--- src/rtl/wb_host_pkg.sv ---
// Shared types and defaults for the Wishbone host initiator.
// The response struct fixes the beat-count width; LEN_W on the top must match LEN_W_DEF.
package wb_host_pkg;

  localparam int ADR_STRIDE_DEF = 4;
  localparam int TO_CYC_DEF     = 255;
  localparam int LEN_W_DEF      = 8;

  typedef enum logic [2:0] {
    ST_IDLE,
    ST_WFETCH,
    ST_STROBE,
    ST_RDRAIN,
    ST_GAP,
    ST_RESP
  } state_e;

  typedef struct packed {
    logic                 err;
    logic [LEN_W_DEF:0]   beats;
  } rsp_t;

endpackage

--- src/rtl/wb_timeout_ctr.sv ---
// Strobe watchdog: counts enabled cycles since the last clear and flags the
// cycle in which the count reaches TO_CYC.
module wb_timeout_ctr #(
  parameter int TO_CYC = 255
) (
  input  logic clk_i,
  input  logic rst_i,
  input  logic clr_i,
  input  logic en_i,
  output logic expired_o
);

  localparam int CW = $clog2(TO_CYC + 1);
  localparam logic [CW-1:0] ONE  = CW'(1);
  localparam logic [CW-1:0] LAST = CW'(TO_CYC - 1);
  localparam logic [CW-1:0] TOP  = CW'(TO_CYC);

  logic [CW-1:0] cnt_q, cnt_d;

  always_comb begin
    cnt_d = cnt_q;
    if (clr_i) begin
      cnt_d = '0;
    end else if (en_i && cnt_q != TOP) begin
      cnt_d = cnt_q + ONE;
    end
  end

  // Expiry is flagged in the TO_CYC-th enabled cycle so the strobe lasts exactly TO_CYC cycles.
  assign expired_o = en_i && (cnt_q == LAST);

  always_ff @(posedge clk_i or posedge rst_i) begin
    if (rst_i) begin
      cnt_q <= '0;
    end else begin
      cnt_q <= cnt_d;
    end
  end

endmodule

--- src/rtl/wb_host_initiator.sv ---
// Wishbone classic master: turns a command plus write/read data streams into
// single-beat bus cycles with auto-incrementing address and a strobe timeout.
module wb_host_initiator
  import wb_host_pkg::*;
#(
  parameter int ADDR_W     = 32,
  parameter int DATA_W     = 32,
  parameter int LEN_W      = LEN_W_DEF,
  parameter int TO_CYC     = TO_CYC_DEF,
  parameter int ADR_STRIDE = ADR_STRIDE_DEF
) (
  input  logic              wb_clk_i,
  input  logic              wb_rst_i,
  input  logic              cmd_valid,
  output logic              cmd_ready,
  input  logic              cmd_we,
  input  logic [ADDR_W-1:0] cmd_adr,
  input  logic [3:0]        cmd_sel,
  input  logic [LEN_W-1:0]  cmd_len,
  input  logic              wdata_valid,
  output logic              wdata_ready,
  input  logic [DATA_W-1:0] wdata,
  output logic              rdata_valid,
  input  logic              rdata_ready,
  output logic [DATA_W-1:0] rdata,
  output logic              rsp_valid,
  input  logic              rsp_ready,
  output logic              rsp_err,
  output logic [LEN_W:0]    rsp_beats,
  output logic              wbm_cyc_o,
  output logic              wbm_stb_o,
  output logic              wbm_we_o,
  output logic [3:0]        wbm_sel_o,
  output logic [ADDR_W-1:0] wbm_adr_o,
  output logic [DATA_W-1:0] wbm_dat_o,
  input  logic [DATA_W-1:0] wbm_dat_i,
  input  logic              wbm_ack_i,
  output logic              busy
);

  localparam logic [LEN_W:0]    BEAT_ONE = (LEN_W+1)'(1);
  localparam logic [ADDR_W-1:0] STRIDE   = ADDR_W'(ADR_STRIDE);

  state_e              state_q, state_d;
  logic                we_q, we_d;
  logic [ADDR_W-1:0]   adr_q, adr_d;
  logic [3:0]          sel_q, sel_d;
  logic [LEN_W-1:0]    len_q, len_d;
  logic [DATA_W-1:0]   dat_q, dat_d;
  logic [DATA_W-1:0]   rdata_q, rdata_d;
  rsp_t                rsp_q, rsp_d;
  logic                to_clr, to_en, to_expired;

  wb_timeout_ctr #(
    .TO_CYC(TO_CYC)
  ) u_timeout (
    .clk_i    (wb_clk_i),
    .rst_i    (wb_rst_i),
    .clr_i    (to_clr),
    .en_i     (to_en),
    .expired_o(to_expired)
  );

  always_comb begin
    state_d     = state_q;
    we_d        = we_q;
    adr_d       = adr_q;
    sel_d       = sel_q;
    len_d       = len_q;
    dat_d       = dat_q;
    rdata_d     = rdata_q;
    rsp_d       = rsp_q;
    cmd_ready   = 1'b0;
    wdata_ready = 1'b0;
    rdata_valid = 1'b0;
    rsp_valid   = 1'b0;
    wbm_cyc_o   = 1'b0;
    wbm_stb_o   = 1'b0;
    to_clr      = 1'b0;
    to_en       = 1'b0;
    unique case (state_q)
      ST_IDLE: begin
        cmd_ready = 1'b1;
        if (cmd_valid) begin
          we_d    = cmd_we;
          adr_d   = cmd_adr;
          sel_d   = cmd_sel;
          len_d   = cmd_len;
          rsp_d   = '0;
          to_clr  = 1'b1;
          state_d = cmd_we ? ST_WFETCH : ST_STROBE;
        end
      end
      ST_WFETCH: begin
        wdata_ready = 1'b1;
        if (wdata_valid) begin
          dat_d   = wdata;
          state_d = ST_STROBE;
        end
      end
      ST_STROBE: begin
        wbm_cyc_o = 1'b1;
        wbm_stb_o = 1'b1;
        to_en     = 1'b1;
        // An ack in the expiry cycle still completes the beat.
        if (wbm_ack_i) begin
          rsp_d.beats = rsp_q.beats + BEAT_ONE;
          if (we_q) begin
            state_d = ST_GAP;
          end else begin
            rdata_d = wbm_dat_i;
            state_d = ST_RDRAIN;
          end
        end else if (to_expired) begin
          rsp_d.err = 1'b1;
          state_d   = ST_RESP;
        end
      end
      ST_RDRAIN: begin
        rdata_valid = 1'b1;
        if (rdata_ready) state_d = ST_GAP;
      end
      ST_GAP: begin
        adr_d  = adr_q + STRIDE;
        to_clr = 1'b1;
        if (rsp_q.beats == ({1'b0, len_q} + BEAT_ONE)) begin
          state_d = ST_RESP;
        end else begin
          state_d = we_q ? ST_WFETCH : ST_STROBE;
        end
      end
      ST_RESP: begin
        rsp_valid = 1'b1;
        if (rsp_ready) state_d = ST_IDLE;
      end
      default: state_d = ST_IDLE;
    endcase
  end

  always_ff @(posedge wb_clk_i or posedge wb_rst_i) begin
    if (wb_rst_i) begin
      state_q <= ST_IDLE;
      we_q    <= 1'b0;
      adr_q   <= '0;
      sel_q   <= '0;
      len_q   <= '0;
      dat_q   <= '0;
      rdata_q <= '0;
      rsp_q   <= '0;
    end else begin
      state_q <= state_d;
      we_q    <= we_d;
      adr_q   <= adr_d;
      sel_q   <= sel_d;
      len_q   <= len_d;
      dat_q   <= dat_d;
      rdata_q <= rdata_d;
      rsp_q   <= rsp_d;
    end
  end

  assign wbm_we_o  = we_q;
  assign wbm_sel_o = sel_q;
  assign wbm_adr_o = adr_q;
  assign wbm_dat_o = dat_q;
  assign rdata     = rdata_q;
  assign rsp_err   = rsp_q.err;
  assign rsp_beats = rsp_q.beats;
  assign busy      = (state_q != ST_IDLE);

endmodule
--- config.mk ---
export PLATFORM = sky130hd
export DESIGN_NAME = wb_host_initiator
export DESIGN_NICKNAME = d
export VERILOG_FILES = /design/src/rtl/wb_host_pkg.sv /design/src/rtl/wb_timeout_ctr.sv /design/src/rtl/wb_host_initiator.sv
export SDC_FILE = /design/constraint.sdc
export NUM_CORES = 1
export LEC_CHECK = 0
export CORE_MARGIN = 2
export CORE_UTILIZATION = 48
export DETAILED_ROUTE_END_ITERATION = 6
export PLACE_DENSITY = 0.95
export SYNTH_ARGS = -nofsm -noshare
export SYNTH_HDL_FRONTEND = slang
export SYNTH_HIERARCHICAL = 1
export SYNTH_SLANG_ARGS = --single-unit
--- constraint.sdc ---
create_clock -name wb_clk_i -period 6.39 [get_ports wb_clk_i]
set_clock_uncertainty 0.05 [all_clocks]
set_input_delay 1.278 -clock wb_clk_i [delete_from_list [all_inputs] [get_ports wb_clk_i]]
set_output_delay 1.278 -clock wb_clk_i [all_outputs]
set_load 0.02 [all_outputs]
==> key figures, run 1 <==
Setup path
  • Data required time of the worst path: 5060 ps
  • WP data arrival: about 2600 ps
  • Crit-path max FO: 16
  • WS Path Type: flop to primary output
  • Crit path launch type: flop
  • CP endpoint kind: primary output
  • R2r setup slk: 3430 ps

STA
  • Tmin final: 3970 ps
  • Relative slew slack: 0.323
  • # setup viols final: 0
  • RSZ-0062 raised after global routing: no
  • Slew at the pin closest to its max-slew limit: roughly 1000 ps
  • Final worst setup slack: about 2400 ps
  • Final Cycle Share: 0.622
  • WHS: 427 ps
  • TNS Setup: 0 ps
  • FMAX: 0.252 GHz
  • Final Hold Viols: 0
  • Max-slew violations: 0

Yosys
  • Most frequent cells after synthesis: 130 x dfrtp_1, 77 x nand2_1, 63 x mux2_2
  • Syn nets: 686
  • Post-synthesis async set-or-reset flop share: 1.00
  • Post-Synthesis Mean Instance Area: 10.7 sq um
  • EDFF count, synth: 0
  • Yosys reg bits: 130
  • Synth top area share: 0.536
  • Post-synth cell types: slightly below 60
  • Synth Instances: approximately 570
  • Most common cell in the synthesized netlist: dfrtp_1
  • Yosys warns: 6
  • Area contributors post-synth: dfrtp_1 54%, mux2_2 12%, nand2_1 4.8%, nor2_1 2.4%, nand3_1 2.1%
  • Netlist Area Pre-Place: 6060 sq um
  • Ys flop type: dfrtp_1
  • Register area share after synthesis: 0.536
  • Leading area contributor after synthesis: dfrtp_1

Power
  • Pwr per Cell Area: ~500 nW/um^2
  • Comb pwr share: 0.473
  • Net Sw Frac: 0.385
  • Lkg Pwr: between 3 and 4 nW
  • Net Sw Power: 1.79 mW
  • Power Internal: approximately 2.9 mW
  • VDD IR max: 289 uV
  • Reg power frac: 0.328
  • Clock Power Share: 0.199
  • Total power: roughly 4.7 mW

Flow run
  • Max-Cap Viols: 0

CTS
  • Htree depth: 4
  • CTS resizes: 0
  • TritonCTS clock tree: yes
  • CTS Hold Buffers Added: 0
  • CTS Buffer Depth: 2
  • CTS buffer count: 17
  • Clk sink count: 130
  • Worst-path clk slew: 50 ps
  • Clock root buffer: clkbuf_16
  • Setup Fix Bufs, Post-CTS: 0
  • Clk_lat worst skew: 410 ps

Floorplan
  • Die Area: 13,600 sq um
  • IO Count: 234
  • Initial core utilization: 0.487
  • Core Area: 12,500 sq um
  • Die X: approximately 120 microns
  • Die Height: ~120 microns
  • Row count: slightly above 40

Global routing
  • Met1 Use GR: 0.331
  • Most Crowded Layer GR: met2
  • Met2 usage: 0.431
  • First-pass GRT wire length: ~27,000 microns
  • M3 GR Usage: 0.0716
  • Vias in the first global route: between 5,000 and 6,000
  • Gr usage total: 0.263
  • Total grt overflow: 0
  • Largest net degree at the start of global routing: between 60 and 70
  • Initial antenna violation count: 0

Place
  • PortBufs: 233
  • Inst Count DP: between 900 and 1,000
  • Pre-CTS WS: 2770 ps
  • GP Congestion: between 0.8 and 0.9
  • Post-DP HPWL: between 10,000 and 15,000 microns
  • Post-placement cell area: between 8000 and 9000 sq um

Cells and area
  • Final Cell Area: between 9000 and 10,000 sq um
  • Layout cell share with drive strength beyond 1: 0.136
  • Post-route insts no fill: between 900 and 1,000
  • Nets: 919
  • Antenna Cells: 0
  • Post-layout util: 0.732
  • FILL cells: between 800 and 900
  • Layout area overhead: 50.5%

Outcome
  • Status: finished, final reports clean

Routing
  • Drt drc: 0
  • Detail-routed via count per cell: roughly 5.6
  • Post-route ant nets: 0
  • WL final: 17,800 microns
  • Via count: between 5,000 and 6,000
  • DRT iter0 DRCs: around 340
  • Detailed-route wire length per cell: ~18 microns
  • DR pass1 iterations: 6

Worst hold path
  • Worst hold-check path type: flop to flop
sequential cells by signal, indices dropped and copies added, names as in the netlist, 3 cells and up:
signal,cells
rdata,32
wbm_adr_o,32
wbm_dat_o,32
rsp_beats,9
len_q,8
u_timeout/cnt_q,8
wbm_sel_o,4
state_q,3
path summary, 6_finish.rpt:
| kind | startpoint | endpoint | cells past startpoint |
|---|---|---|---|
| min reg2reg | wbm_sel_o[3]$_DFFE_PP0P_ | wbm_sel_o[3]$_DFFE_PP0P_ | 2 |
| min | wbm_sel_o[3]$_DFFE_PP0P_ | wbm_sel_o[3]$_DFFE_PP0P_ | 2 |
| max reg2reg | state_q[1]$_DFFE_PP0P_ | state_q[1]$_DFFE_PP0P_ | 7 |
| max | state_q[1]$_DFFE_PP0P_ | wbm_stb_o | 2 |
| max in group asynchronous | wb_rst_i | state_q[0]$_DFFE_PP0P_ | 3 |
| min in group asynchronous | wb_rst_i | u_timeout/cnt_q[1]$_DFFE_PP0P_ | 2 |
worst max-delay path, cell delays in order, from the launching register on:
cell,delay [ps]
dfrtp_1,600
nor3b_1,870
clkdlybuf4s50_1,770
placed cells by master (no fill, tap or decap), types with 15 or more instances in the layout:
cell type / netlist / routed
clkdlybuf4s50_1: 0 / 233
dfrtp_1: 130 / 130
nand2_1: 77 / 77
mux2_2: 63 / 63
nor2_1: 39 / 39
nand3_1: 25 / 25
nor3_1: 18 / 18
o21ai_0: 18 / 18
clkbuf_16: 0 / 17
inv_1: 16 / 15
layout make-up:
class,instances,area [sq um],area share
sequential,130,3250,0.356
multi-input combinational,394,2660,0.291
timing repair buffer,239,2380,0.260
clock buffer,21,450,0.0493
tap,172,215,0.0236
clock inverter,10,111,0.0122
inverter,16,62.6,0.00685
cell families (layout without fill, tap and decap cells):
family,Yosys count,count (layout),share of synthesized area
AO/OA/AOI/OAI,84,84,0.0974
multiplexers,69,69,0.127
XOR/XNOR,16,16,0.0231
adder cells (fa/ha/maj),6,6,0.0120
flip-flops,130,130,0.536
AND/OR/NAND/NOR,219,219,0.178
buffers and inverters,41,286,0.0264
routing by layer:
layer  vias to the layer above  part of all wire
met5                         -                 0
met4                         0             0.031
met3                        43             0.066
met2                       242              0.51
met1                      2681              0.39
li1                       2508                 -
power by group through the flow:
stage	Combinational, mW	Sequential (mW)	Clock (mW)
floorplan	0.846	1.85	0
finish	2.20	1.52	0.925
global route	2.36	1.58	0.978
global placement	2.14	1.49	0
detailed placement	2.19	1.53	0
CTS	2.21	1.52	0.938
Note: power is estimated with default switching activity, not from simulation.
==> run 2, diff against run 1 <==
CORE_UTILIZATION = 44   (was 48)
PLACE_DENSITY = 0.89   (was 0.95)
clock period = 4.05 ns   (was 6.39 ns; I/O delays follow)
==> key figures, run 2 (same netlist as run 1, synthesis figures left out) <==
STA
  • # setup viols final: 0
  • Max-slew violations: 0
  • RSZ-0062 raised after global routing: no
  • Final Cycle Share: 0.761
  • Final worst setup slack: between 900 and 1000 ps
  • Tmin final: 3080 ps
  • FMAX: ~0.32 GHz
  • Final Hold Viols: 0
  • Relative slew slack: 0.309
  • TNS Setup: 0 ps
  • Slew at the pin closest to its max-slew limit: between 1000 and 1500 ps

Setup path
  • WS Path Type: flop to primary output
  • CP Launch Point: state_q[0]$_DFFE_PP0P_
  • Crit-path max FO: 16
  • Crit path launch type: flop
  • Reg2Reg Launch Point: state_q[2]$_DFFE_PP0P_
  • WP data arrival: around 2200 ps
  • Data required time of the worst path: about 3200 ps
  • CP endpoint kind: primary output
  • FF-to-FF path depth: 5

CTS
  • CTS resizes: 0
  • CTS buffer count: 17
  • Htree depth: 4
  • Clk sink count: 130
  • Clock root buffer: clkbuf_16
  • Worst-path clk slew: 60 ps
  • CTS Hold Buffers Added: 0
  • CTS Buffer Depth: 2
  • Clk_lat worst skew: between 400 and 500 ps
  • TritonCTS clock tree: yes
  • Setup Fix Bufs, Post-CTS: 0

Cells and area
  • Most frequent cells in the layout: 233 x clkdlybuf4s50_1, 130 x dfrtp_1, 77 x nand2_1
  • Layout cell share with drive strength beyond 1: 0.143
  • Most common cell after layout, fill and taps aside: clkdlybuf4s50_1
  • Nets: a little over 900
  • Antenna Cells: 0
  • Layout area overhead: 51.8%
  • Area of the multi-input gates: about 2700 sq um
  • Register area: 3250 sq um
  • FILL cells: between 1,000 and 1,500

Floorplan
  • Die Area: about 15,000 sq um
  • IO Count: ~230
  • Die X: 121 microns
  • Die Height: roughly 120 microns
  • Row count: 42
  • Core Area: around 13,000 sq um
  • Initial core utilization: 0.454

Global routing
  • Gr usage total: 0.243
  • Vias in the first global route: approximately 5,400
  • Largest net degree at the start of global routing: 83
  • Total grt overflow: 0
  • First-pass GRT wire length: around 28,000 microns
  • Initial antenna violation count: 0

Routing
  • Post-route ant nets: 0
  • DR pass1 iterations: 5
  • DRT iter0 DRCs: 403
  • WL final: 17,700 microns
  • Detail-routed via count per cell: between 5 and 6
  • Detailed-route wire length per cell: 17.9 microns
  • Via count: about 5,300
  • Drt drc: 0

Worst hold path
  • Worst Hold Depth: 2
  • Worst Min Path Start: rsp_err$_DFFE_PP0P_
  • Worst hold-check path type: flop to flop

Power
  • Lkg Pwr: slightly below 4 nW
  • Pwr per Cell Area: 810 nW/um^2
  • VDD IR max: ~490 uV
  • Total power: about 7.5 mW

Outcome
  • Status: finished, final reports clean

Flow run
  • Max-Cap Viols: 0

Place
  • GP Congestion: between 0.8 and 0.9
  • PortBufs: approximately 230
  • Pre-CTS WS: around 960 ps
  • Post-DP HPWL: about 13,000 microns
-- run 2: final timing paths --
check / endpoint / slack [ps]
setup / recovery: cmd_ready / 970
min in group asynchronous: u_timeout/cnt_q[2]$_DFFE_PP0P_ / 680
max in group asynchronous: wbm_we_o$_DFFE_PP0P_ / 2190
hold reg to reg: rsp_err$_DFFE_PP0P_ / 420
setup reg to reg: wbm_adr_o[20]$_DFFE_PP0P_ / 1300
hold / removal: rsp_err$_DFFE_PP0P_ / 420
-- run 2: metrics by stage --
step,cell area (sq um),hold slack (ps),util,instances
after floorplan,6070,432,-,565
after CTS,9210,424,0.690,990
final,9210,420,0.690,990
after detailed placement,8590,410,0.644,958
after global routing,9210,458,0.690,990
after global placement,8590,407,0.644,958
-- run 2: final cells by class --
type                            instances  area share
Clock inverter                         12      0.0169
Sequential cell                       130       0.353
Multi-Input combinational cell        394       0.289
Clock buffer                           20      0.0496
Timing Repair Buffer                  242       0.261
Inverter                               16     0.00693
Tap cell                              176      0.0239
-- run 2: worst max-delay path, cell delays in order, from the launching register on --
cell             delay (ps)
dfrtp_1                 560
or3_1                   450
inv_1                   160
clkdlybuf4s50_1         630
-- run 2: metal layers --
metal | GRT usage | up-vias | wire length (microns)
li1 | - | 2514 | -
met1 | 0.312 | 2618 | 7370
met2 | 0.396 | 172 | 9060
met3 | 0.0630 | 26 | 862
met4 | 0.0876 | 0 | 399
met5 | 0 | - | 0
-- run 2: report_power, final --
part	switching [mW]	leakage, nW	internal (mW)
Combinational	1.76	1.97	1.73
Clock	0.569	0.285	1.00
Sequential	0.518	1.58	1.88
